==> config.mk <==
export PLATFORM = sky130hd
export DESIGN_NAME = udt_handshake_tx
export DESIGN_NICKNAME = d
export VERILOG_FILES = /design/src/rtl/udt_pkg.sv /design/src/rtl/udt_hs_retx_timer.sv /design/src/rtl/udt_handshake_tx.sv
export SDC_FILE = /design/constraint.sdc
export NUM_CORES = 1
export LEC_CHECK = 0
export ABC_AREA = 1
export CORE_MARGIN = 5
export CORE_UTILIZATION = 40
export CTS_BUF_LIST = sky130_fd_sc_hd__clkbuf_4 sky130_fd_sc_hd__clkbuf_8 sky130_fd_sc_hd__clkbuf_16
export CTS_CLUSTER_DIAMETER = 200
export DETAILED_ROUTE_END_ITERATION = 6
export GPL_TIMING_DRIVEN = 0
export HOLD_SLACK_MARGIN = 0.15
export PLACE_DENSITY = 0.72
export SETUP_SLACK_MARGIN = 0.2
export SYNTH_ARGS = -nofsm -noshare
export SYNTH_HDL_FRONTEND = slang
export SYNTH_HIERARCHICAL = 1
export SYNTH_SLANG_ARGS = --single-unit
==> constraint.sdc <==
create_clock -name core_clk -period 2.3 [get_ports core_clk]
set_clock_uncertainty 0.15 [all_clocks]
set_input_delay 0.69 -clock core_clk [delete_from_list [all_inputs] [get_ports core_clk]]
set_output_delay 0.69 -clock core_clk [all_outputs]
set_load 0.02 [all_outputs]
==> src/rtl/udt_pkg.sv <==
// Shared UDT definitions: control-packet constants, handshake FSM states,
// the latched handshake field bundle and the beat-word formatter.
package udt_pkg;

    localparam logic [14:0] CTRL_HANDSHAKE = 15'h0;
    localparam int          HS_BEATS       = 8;
    localparam logic [31:0] REQ_REGULAR    = 32'h1;
    localparam logic [31:0] REQ_RESPONSE   = 32'hFFFF_FFFF;

    typedef enum logic [1:0] {
        ST_IDLE,
        ST_SEND,
        ST_WAIT
    } hs_state_t;

    typedef logic [$clog2(HS_BEATS)-1:0] beat_idx_t;

    localparam beat_idx_t LAST_BEAT = beat_idx_t'(HS_BEATS - 1);

    typedef struct packed {
        logic [31:0]  req_type;
        logic [31:0]  isn;
        logic [31:0]  mss;
        logic [31:0]  flight_size;
        logic [31:0]  sock_id;
        logic [31:0]  cookie;
        logic [31:0]  dst_sock_id;
        logic [127:0] peer_ip;
    } hs_fields_t;

    // Upper word of each beat goes first on the wire.
    function automatic logic [63:0] hs_beat_word(
        input beat_idx_t   beat,
        input hs_fields_t  f,
        input logic [31:0] ts,
        input logic [31:0] version,
        input logic [31:0] sock_type
    );
        logic [63:0] w;
        case (beat)
            3'd0:    w = {1'b1, CTRL_HANDSHAKE, 16'h0, 32'h0};
            3'd1:    w = {ts, f.dst_sock_id};
            3'd2:    w = {version, sock_type};
            3'd3:    w = {f.isn, f.mss};
            3'd4:    w = {f.flight_size, f.req_type};
            3'd5:    w = {f.sock_id, f.cookie};
            3'd6:    w = f.peer_ip[127:64];
            default: w = f.peer_ip[63:0];
        endcase
        return w;
    endfunction

endpackage

==> src/rtl/udt_hs_retx_timer.sv <==
// Loadable 32-bit down-counter for handshake retransmission; expire fires
// while running at zero, cancel forwards a stop request while running.
module udt_hs_retx_timer (
    input  logic        clk,
    input  logic        rst_n,
    input  logic        load,
    input  logic [31:0] load_val,
    input  logic        run,
    input  logic        stop,
    output logic        expire,
    output logic        cancel
);

    logic [31:0] cnt_q;
    logic [31:0] cnt_d;

    always_comb begin
        cnt_d = cnt_q;
        if (load) begin
            cnt_d = load_val;
        end else if (run && (cnt_q != 32'd0)) begin
            cnt_d = cnt_q - 32'd1;
        end
    end

    always_ff @(posedge clk or negedge rst_n) begin
        if (!rst_n) begin
            cnt_q <= 32'd0;
        end else begin
            cnt_q <= cnt_d;
        end
    end

    assign expire = run && (cnt_q == 32'd0);
    assign cancel = run && stop;

endmodule

==> src/rtl/udt_handshake_tx.sv <==
// UDT handshake packet builder: latches one command and emits an 8-beat
// 64-bit stream packet. Define UDT_HS_RETX_EN to enable timed resends.
module udt_handshake_tx
    import udt_pkg::*;
#(
    parameter logic [31:0] VERSION     = 32'd4,
    parameter logic [31:0] SOCK_TYPE   = 32'd1,
    parameter logic [31:0] RETX_CYCLES = 32'd25_000_000
) (
    input  logic         core_clk,
    input  logic         core_rst_n,
    input  logic         cmd_valid,
    output logic         cmd_ready,
    input  logic [31:0]  cmd_req_type,
    input  logic [31:0]  cmd_isn,
    input  logic [31:0]  cmd_mss,
    input  logic [31:0]  cmd_flight_size,
    input  logic [31:0]  cmd_sock_id,
    input  logic [31:0]  cmd_cookie,
    input  logic [31:0]  cmd_dst_sock_id,
    input  logic [127:0] cmd_peer_ip,
    input  logic [31:0]  time_us,
    input  logic         retx_stop,
    output logic [63:0]  hs_tdata,
    output logic [7:0]   hs_tkeep,
    output logic         hs_tvalid,
    input  logic         hs_tready,
    output logic         hs_tlast,
    output logic         busy,
    output logic [15:0]  pkt_count
);

    hs_state_t   state_q, state_d;
    beat_idx_t   beat_q, beat_d;
    hs_fields_t  fields_q, fields_d;
    logic [31:0] ts_q, ts_d;
    logic [15:0] pkt_count_q, pkt_count_d;
    logic        cmd_ready_q, cmd_ready_d;
    logic        busy_q, busy_d;
    logic        hs_tvalid_q, hs_tvalid_d;
    logic        hs_tlast_q, hs_tlast_d;
    logic [7:0]  hs_tkeep_q, hs_tkeep_d;
    logic [63:0] hs_tdata_q, hs_tdata_d;
    logic        accept;

`ifdef UDT_HS_RETX_EN
    logic stop_pend_q, stop_pend_d;
    logic load_timer;
    logic retx_expire;
    logic retx_cancel;

    udt_hs_retx_timer u_retx_timer (
        .clk      (core_clk),
        .rst_n    (core_rst_n),
        .load     (load_timer),
        .load_val (RETX_CYCLES - 32'd1),
        .run      (state_q == ST_WAIT),
        .stop     (retx_stop),
        .expire   (retx_expire),
        .cancel   (retx_cancel)
    );
`else
    logic unused_retx;
    assign unused_retx = retx_stop ^ RETX_CYCLES[0];
`endif

    always_comb begin
        state_d     = state_q;
        beat_d      = beat_q;
        fields_d    = fields_q;
        ts_d        = ts_q;
        pkt_count_d = pkt_count_q;
        accept      = 1'b0;
`ifdef UDT_HS_RETX_EN
        load_timer  = 1'b0;
        // A stop seen at any point of a packet suppresses arming at its end.
        stop_pend_d = (state_q == ST_SEND) ? (stop_pend_q | retx_stop) : 1'b0;
`endif

        case (state_q)
            ST_IDLE: begin
                accept = cmd_valid;
            end
            ST_SEND: begin
                if (hs_tvalid_q && hs_tready) begin
                    if (beat_q == LAST_BEAT) begin
                        pkt_count_d = pkt_count_q + 16'd1;
                        state_d     = ST_IDLE;
`ifdef UDT_HS_RETX_EN
                        if ((fields_q.req_type == REQ_REGULAR) && !stop_pend_d) begin
                            state_d    = ST_WAIT;
                            load_timer = 1'b1;
                        end
`endif
                    end else begin
                        beat_d = beat_q + beat_idx_t'(1);
                    end
                end
            end
`ifdef UDT_HS_RETX_EN
            ST_WAIT: begin
                // A new command outranks both the stop pulse and the resend.
                if (cmd_valid) begin
                    accept = 1'b1;
                end else if (retx_cancel) begin
                    state_d = ST_IDLE;
                end else if (retx_expire) begin
                    state_d = ST_SEND;
                    beat_d  = '0;
                    ts_d    = time_us;
                end
            end
`endif
            default: begin
                state_d = ST_IDLE;
            end
        endcase

        if (accept) begin
            state_d  = ST_SEND;
            beat_d   = '0;
            ts_d     = time_us;
            fields_d = '{req_type:    cmd_req_type,
                         isn:         cmd_isn,
                         mss:         cmd_mss,
                         flight_size: cmd_flight_size,
                         sock_id:     cmd_sock_id,
                         cookie:      cmd_cookie,
                         dst_sock_id: cmd_dst_sock_id,
                         peer_ip:     cmd_peer_ip};
        end

        // Outputs are registered from next-state so beat 0 follows acceptance by one cycle.
        hs_tvalid_d = (state_d == ST_SEND);
        hs_tlast_d  = hs_tvalid_d && (beat_d == LAST_BEAT);
        hs_tkeep_d  = hs_tvalid_d ? 8'hFF : 8'h00;
        hs_tdata_d  = hs_tvalid_d ? hs_beat_word(beat_d, fields_d, ts_d, VERSION, SOCK_TYPE)
                                  : 64'h0;
        cmd_ready_d = (state_d != ST_SEND);
        busy_d      = (state_d != ST_IDLE);
    end

    always_ff @(posedge core_clk or negedge core_rst_n) begin
        if (!core_rst_n) begin
            state_q     <= ST_IDLE;
            beat_q      <= '0;
            pkt_count_q <= 16'd0;
            cmd_ready_q <= 1'b1;
            busy_q      <= 1'b0;
            hs_tvalid_q <= 1'b0;
            hs_tlast_q  <= 1'b0;
            hs_tkeep_q  <= 8'h00;
            hs_tdata_q  <= 64'h0;
`ifdef UDT_HS_RETX_EN
            stop_pend_q <= 1'b0;
`endif
        end else begin
            state_q     <= state_d;
            beat_q      <= beat_d;
            pkt_count_q <= pkt_count_d;
            cmd_ready_q <= cmd_ready_d;
            busy_q      <= busy_d;
            hs_tvalid_q <= hs_tvalid_d;
            hs_tlast_q  <= hs_tlast_d;
            hs_tkeep_q  <= hs_tkeep_d;
            hs_tdata_q  <= hs_tdata_d;
`ifdef UDT_HS_RETX_EN
            stop_pend_q <= stop_pend_d;
`endif
        end
    end

    // Latched command fields carry no reset; they are only read in SEND.
    always_ff @(posedge core_clk) begin
        fields_q <= fields_d;
        ts_q     <= ts_d;
    end

    assign cmd_ready = cmd_ready_q;
    assign busy      = busy_q;
    assign pkt_count = pkt_count_q;
    assign hs_tvalid = hs_tvalid_q;
    assign hs_tlast  = hs_tlast_q;
    assign hs_tkeep  = hs_tkeep_q;
    assign hs_tdata  = hs_tdata_q;

endmodule
==> summary.txt, run 1 <==
Synthesis
  – Register area share after synthesis: 51.91%
  – Synthesized area: 19100 um^2
  – Yosys warnings: 6
  – Synth Area in Simple Gates: 33.18%
  – Post-Synthesis Cells: 2507
  – Adder-Cell Fraction of Synth Area: 0.1310%
  – XOR/XNOR Fraction of Synth Area: 0.5961%
  – Register bit total from synthesis: 473
  – Synthesized net count: 2898
  – Dominant combinational cell family by area after synthesis: simple AND/OR/NAND/NOR gates
  – Post-synthesis mux area share: 2.679%
  – Mean Syn Cell Area: 7.619 um^2
  – Compound-Gate Fraction of Synth Area: 5.083%
  – Post-synth cell types: 29

Final layout
  – Layout cells sized above 1: 24.45%
  – Final nets: 3510
  – Sequential Area: 9920 um^2
  – Area Growth Syn to Fin: 55.56%
  – Fill cells: 4093
  – Multi-input logic area: 9417 um^2

Worst setup path
  – Max Fanout on Critical Path: 6
  – Worst setup SP type: flip-flop
  – Crit end category: flip-flop
  – Worst EP required: 2.63 ns
  – Crit-path max cell delay: 0.41 ns
  – Worst-path cell chain: ha_4, nand2_4, buf_4, nand3_4, inv_2, nor2_4, buf_12, buf_16, buf_12, buf_16, nand4_1, nand2_2, nor2_4, a21oi_2
  – Worst setup path category: flip-flop to flip-flop
  – Critical-path top delay cell: dfrtp_1
  – Worst path arrival time: 2.66 ns

Power and ir drop
  – P_int: 16.88 mW
  – Total power: 23.72 mW
  – Seq pwr share: 42.4%
  – P_leak: 14.27 nW
  – Switching part of the total: 28.86%
  – Gate power share: 22.3%
  – Power Dens Cells: 798.4 nW/um^2
  – VDD IR-drop max: 467.6 uV
  – NetSw: 6.846 mW
  – Clk pwr share: 35.3%

Place
  – Final GP Congestion: 0.9683
  – Dpl ws: -1.159 ns
  – Dpl hpwl: 64.25 mm
  – Input/output buffers: 479

Timing
  – RSZ-0062 raised after global routing: true
  – Setup TNS: -0.04742 ns
  – Final Hold Fails: 0
  – # setup viols final: 4
  – Slew Limit Fails: 0
  – Minimum clock period: 2.331 ns
  – Worst slew pin tran: 0.6012 ns
  – Period Utilization, post-route: 101.3%
  – Worst slew margin: 59.92%
  – Setup WS post-layout: -0.03053 ns
  – Maximum clock rate: 429.1 MHz

Clocking
  – Skew-Pair Late Insertion Delay: 0.60 ns
  – H-tree depth: 2
  – TritonCTS buffer count: 51
  – Longest Clk Path Bufs: 3
  – CTS sink cnt: 473
  – CTS root buffer: clkbuf_16
  – CTS clk-pin slew, worst paths: 0.06 ns
  – TritonCTS clock tree: done

Floorplanning
  – Die ar.: 52230 um^2
  – Die width: 228.5 um
  – Initial Util: 40.26%
  – IO Count: 481
  – Num rows: 80
  – Die height: 228.5 um
  – Core area: 47450 um^2

Drt
  – Drt first pass iters: 6
  – # DRC: 0
  – Routed via count: 20498
  – DR iter-0 viols: 2209
  – Wire per inst: 23.81 um
  – Vias per cell: 5.426
  – Routed Antenna Nets: 0
  – Routed wire length: 89.95 mm

GRT
  – Aggregate global routing overflow: 0
  – Pin count of the biggest net entering global routing: 65
  – Initial antenna violation count: 7
  – Vias in the first global route: 20123
  – First-pass GRT wire length: 127.6 mm
  – Aggregate global-route resource usage: 32.21%

Hold path
  – Hold Crit Class: flip-flop to flip-flop

Outcome
  – Failing checks: setup timing
  – Status: complete, but fails checks

Job
  – Total of max-cap violations: 0
==> synth_stat cells <==
library cell / instances / area [um^2]
nand4_1: 206 / 1289
conb_1: 1 / 3.750
nand2_1: 1152 / 4324
mux2i_1: 50 / 500.5
nor2_2: 6 / 37.54
buf_2: 111 / 555.5
dfxtp_1: 384 / 7687
clkbuf_1: 37 / 138.9
a21oi_1: 113 / 565.5
nor2_1: 74 / 277.8
nand2_2: 3 / 18.77
ha_1: 2 / 25.02
nor3_1: 1 / 5.000
xnor2_1: 8 / 70.07
nand3_2: 3 / 30.03
mux2_2: 1 / 11.26
dfrtp_1: 88 / 2202
dfstp_2: 1 / 26.28
inv_1: 63 / 236.5
buf_1: 15 / 56.30
nand3_4: 1 / 17.52
nor2_4: 1 / 11.26
xor2_1: 5 / 43.79
inv_2: 7 / 26.28
or2_2: 1 / 6.260
buf_4: 28 / 210.2
o21ai_1: 54 / 270.3
o21ai_0: 27 / 135.1
nand3_1: 64 / 320.3
==> worst max-delay path: cells and delay by family, from the launching register on <==
kind | cells | cell delay [ns]
simple gates | 6 | 0.61
compound gates | 1 | 0.09
flops | 1 | 0.41
fa+ha+maj | 1 | 0.19
buf+inv | 6 | 0.76
==> worst paths after layout <==
path / startpoint / slack [ns] / endpoint / depth (start not counted)
setup / recovery: beat_q[1]$_DFF_PN0_ / -0.03 / hs_tdata[38]$_DFF_PN0_ / 14
hold / removal: fields_q[58]$_DFF_P_ / 0.30 / fields_q[58]$_DFF_P_ / 2
setup reg to reg: beat_q[1]$_DFF_PN0_ / -0.03 / hs_tdata[38]$_DFF_PN0_ / 14
hold reg to reg: fields_q[58]$_DFF_P_ / 0.30 / fields_q[58]$_DFF_P_ / 2
max in group asynchronous: core_rst_n / 0.87 / cmd_ready$_DFF_PN1_ / 3
min in group asynchronous: core_rst_n / 0.40 / pkt_count[9]$_DFFE_PN0P_ / 2
==> sequential cells by signal (all words and copies together), names as in the netlist <==
signal and count:
beat_q 3, busy 1, cmd_ready 1, fields_q 352
hs_tdata 64, hs_tkeep 1, hs_tlast 1, pkt_count 16
state_q 2, ts_q 32
==> power by group through the flow <==
stage                     sequential, mW  combinational (mW)  clock (mW)
after detailed placement            10.2                4.07           0
after global routing                10.2                5.65        8.74
after CTS                           10.0                4.91        8.41
after floorplan                     10.2                2.18           0
final                               10.1                5.28        8.38
after global placement              10.2                3.98           0
==> metal layers <==
layer / vias up / GRT usage (%) / share of wire, %
met3: 281 / 7.130 / 9.0
met4: 2 / 19.59 / 7.1
met5: - / 0 / 0.014
li1: 9334 / - / -
met2: 1239 / 48.96 / 44
met1: 9642 / 42.01 / 40
==> stage by stage <==
step / area (um^2) / hold WS (ns) / instances / util [%]
global placement: 24670 / 0.2791 / 3601 / 51.99
floorplan: 19100 / 0.2444 / 2507 / -
detailed placement: 24690 / 0.2838 / 3602 / 52.05
CTS: 29110 / 0.2971 / 3751 / 61.35
global route: 29710 / 0.3115 / 3776 / 62.62
finish: 29720 / 0.2996 / 3778 / 62.63
==> timing repair <==
item                       CTS  global route
hold buffers                 1             0
hold endpoints to repair    25             0
setup buffers               42            15
pin swaps                  134           107
gates resized for setup    769           313
gates cloned                17             6
setup endpoints to repair  260           159
==> cell type report <==
type,count,area share (%)
Buffer,189,6.438
Multi-Input combinational cell,1773,31.69
Clock inverter,9,0.2737
Timing Repair Buffer,560,19.16
Clock buffer,82,5.469
Timing Repair inverter,1,0.02526
Antenna cell,6,0.05053
Inverter,70,0.9263
Tap cell,615,2.589
Sequential cell,473,33.38
==> cells by family (layout without fill, tap and decap cells) <==
family / count (synthesis) / after routing
multiplexers: 51 / 51
other: 1 / 7
AND/OR/NAND/NOR: 1512 / 1512
adder cells (fa/ha/maj): 2 / 2
flip-flops: 473 / 473
buffers and inverters: 261 / 911
XOR/XNOR: 13 / 13
AO/OA/AOI/OAI: 194 / 194
==> placed cells by master (no fill, tap or decap), types with 54 or more instances in the layout <==
cell	count
buf_6	65
nor2_4	68
dfxtp_1	384
o21ai_1	54
a21oi_2	90
dfrtp_1	85
clkdlybuf4s50_1	384
buf_4	62
nand2_2	85
nand4_1	206
inv_1	62
nand2_1	1060
clkbuf_16	61
clkbuf_2	91
Power figures use the tool's default switching activity.
==> run 2: changes to the inputs <==
- CORE_UTILIZATION: 40 -> 45
- PLACE_DENSITY: 0.72 -> 0.79
- clock period: 2.3 -> 2.5 ns (I/O delays scaled with it)
==> summary.txt, run 2 (synthesis gave the netlist of run 1 again) <==
Floorplanning
  – IO Count: 481
  – Num rows: 75
  – Die ar.: 46670 um^2
  – Initial Util: 45.54%
  – Core area: 41950 um^2
  – Die height: 216.0 um
  – Die width: 216.0 um

GRT
  – Aggregate global-route resource usage: 34.67%
  – First-pass GRT wire length: 122.9 mm
  – Pin count of the biggest net entering global routing: 46
  – Initial antenna violation count: 6
  – Aggregate global routing overflow: 0
  – Vias in the first global route: 19889

Worst setup path
  – Most frequent CP cell: buf_6
  – Reg-to-reg slack, setup: 0.13 ns
  – Max Fanout on Critical Path: 5
  – Worst EP required: 1.60 ns
  – Crit-path max cell delay: 0.42 ns
  – Top delay family on crit path: buffers and inverters
  – Critical path depth in cells: 4
  – Worst-path cell chain: buf_6, buf_8, buf_6, buf_6
  – Reg2Reg Depth: 11
  – Critical-path top delay cell: dfrtp_2
  – R2r endpoint: hs_tdata[0]$_DFF_PN0_
  – Worst setup path startpoint: hs_tkeep[6]$_DFF_PN0_
  – Worst setup path category: flip-flop to output pin
  – Worst path arrival time: 1.47 ns
  – Worst path bufs/invs: 4
  – Crit end category: output pin
  – Worst setup SP type: flip-flop
  – Worst flop-to-flop path startpoint: beat_q[0]$_DFF_PN0_
  – Worst Setup EP: hs_tkeep[1]

Drt
  – Routed Antenna Nets: 0
  – Routed via count: 20376
  – Drt first pass iters: 6
  – Routed wire length: 87.08 mm
  – Wire per inst: 23.77 um
  – Uppermost layer routed: met5
  – DR iter-0 viols: 2423
  – # DRC: 0
  – Vias per cell: 5.563
  – DR WL met2: 38.52 mm
  – Met3 wire length: 8.246 mm
  – M1 WL: 33.79 mm

Hold path
  – Hold Crit Class: flip-flop to flip-flop

Clocking
  – CTS root buffer: clkbuf_16
  – Skew-Pair Late Insertion Delay: 0.58 ns
  – TritonCTS buffer count: 50
  – CTS sink cnt: 473
  – Longest Clk Path Bufs: 3
  – TritonCTS clock tree: done
  – CTS clk-pin slew, worst paths: 0.06 ns
  – H-tree depth: 2

Final layout
  – Layout cells sized above 1: 17.60%
  – Commonest non-fill, non-tap cell in the layout: nand2_1
  – Final nets: 3470
  – Fin area: 28370 um^2
  – Largest register FFs: 352
  – Most flop-heavy register: fields_q
  – Most frequent cells in the layout: 1105 x nand2_1, 384 x dfxtp_1, 384 x clkdlybuf4s50_1
  – Area Growth Syn to Fin: 48.52%

Outcome
  – Status: complete, no violations

Timing
  – Final Hold Fails: 0
  – Slew Limit Fails: 0
  – RSZ-0062 raised after global routing: true
  – Worst slew margin: 56.35%
  – Worst slew pin tran: 0.6548 ns
  – Period Utilization, post-route: 94.95%
  – Fin Hold WS: 0.3006 ns
  – # setup viols final: 0
  – Minimum clock period: 2.374 ns
  – Maximum clock rate: 421.3 MHz

Place
  – Input/output buffers: 479
  – Placed Area: 24600 um^2
  – Final GP Congestion: 0.9669
  – Dpl hpwl: 62.65 mm

Power and ir drop
  – Total power: 21.34 mW
  – VDD IR-drop max: 538.2 uV
  – Power Dens Cells: 752.3 nW/um^2
  – P_leak: 14.02 nW

Job
  – Total of max-cap violations: 0
-- run 2: cell types whose count changed in the layout (fill, tap and decap cells not counted), moves of 18 or more --
cell           previous run  this run
clkbuf_2                 91        25
nand2_2                  85        42
dlygate4sd2_1             2        80
a21oi_2                  90        46
buf_2                    28        46
nor2_2                    7        30
nand2_1                1060      1105
a21oi_1                  19        66
nor2_4                   68        40
buf_8                    35        17
-- run 2: worst min-delay path by stage --
| stage | start | depth (start not counted) | to |
|---|---|---|---|
| 2_1_floorplan | fields_q[0]$_DFF_P_ | 2 | fields_q[0]$_DFF_P_ |
| 3_3_place_gp | fields_q[5]$_DFF_P_ | 2 | fields_q[5]$_DFF_P_ |
| 3_5_place_dp | fields_q[258]$_DFF_P_ | 2 | fields_q[258]$_DFF_P_ |
| 4_1_cts | fields_q[14]$_DFF_P_ | 2 | fields_q[14]$_DFF_P_ |
| 5_1_grt | fields_q[139]$_DFF_P_ | 2 | fields_q[139]$_DFF_P_ |
| 6_report | fields_q[206]$_DFF_P_ | 2 | fields_q[206]$_DFF_P_ |
-- run 2: repair_timing --
| action | 4_1_cts | 5_1_grt |
|---|---|---|
| gates resized for setup | 376 | 284 |
| endpoints found under the setup margin | 208 | 82 |
| hold buffers | 1 | 0 |
| cloned | 4 | 9 |
| buffers inserted | 20 | 8 |
| pin swaps | 17 | 63 |
| hold endpoints to repair | 44 | 0 |
-- run 2: routing by layer --
layer,vias to the layer above,GRT usage (%)
met5,-,0
met4,4,20.67
met3,295,6.194
met2,1310,53.67
met1,9503,45.54
li1,9264,-
-- run 2: final cells by class --
| cell class | count | area (um^2) |
|---|---|---|
| Timing Repair inverter | 1 | 7.507 |
| Buffer | 189 | 1563 |
| Tap cell | 539 | 674.4 |
| Multi-Input combinational cell | 1773 | 8872 |
| Sequential cell | 473 | 9917 |
| Clock inverter | 17 | 168.9 |
| Clock buffer | 76 | 1539 |
| Timing Repair Buffer | 521 | 5340 |
| Inverter | 70 | 277.8 |
| Antenna cell | 4 | 10.01 |
| Fill cell | 3509 | 13580 |
-- run 2: stage by stage --
step           std cells  TNS (ns)  setup WS [ns]  utilization (%)
2_1_floorplan       2507         0         0.3399                -
3_3_place_gp        3525   -402.77         -3.038            58.58
3_5_place_dp        3526   -139.95         -1.003            58.64
4_1_cts             3643         0        0.07300            64.72
5_1_grt             3662         0        0.08620            67.63
6_report            3663         0         0.1262            67.63
-- run 2: report_power, final --
group | leakage [nW] | internal, mW | switching (mW)
Sequential | 4.45 | 8.89 | 0.370
Clock | 0.865 | 4.56 | 3.17
Combinational | 8.70 | 1.76 | 2.59
Total | 14.0 | 15.2 | 6.13
-- run 2: worst reg2reg max path, stage by stage (launching register included) --
cell	delay, ns
dfrtp_1	0.43
ha_4	0.19
nand2_4	0.10
nand3_4	0.12
nand2_4	0.11
nand3_4	0.13
nor2_4	0.22
nand2_4	0.15
buf_4	0.18
clkbuf_16	0.15
o21ai_0	0.24
a21oi_1	0.07
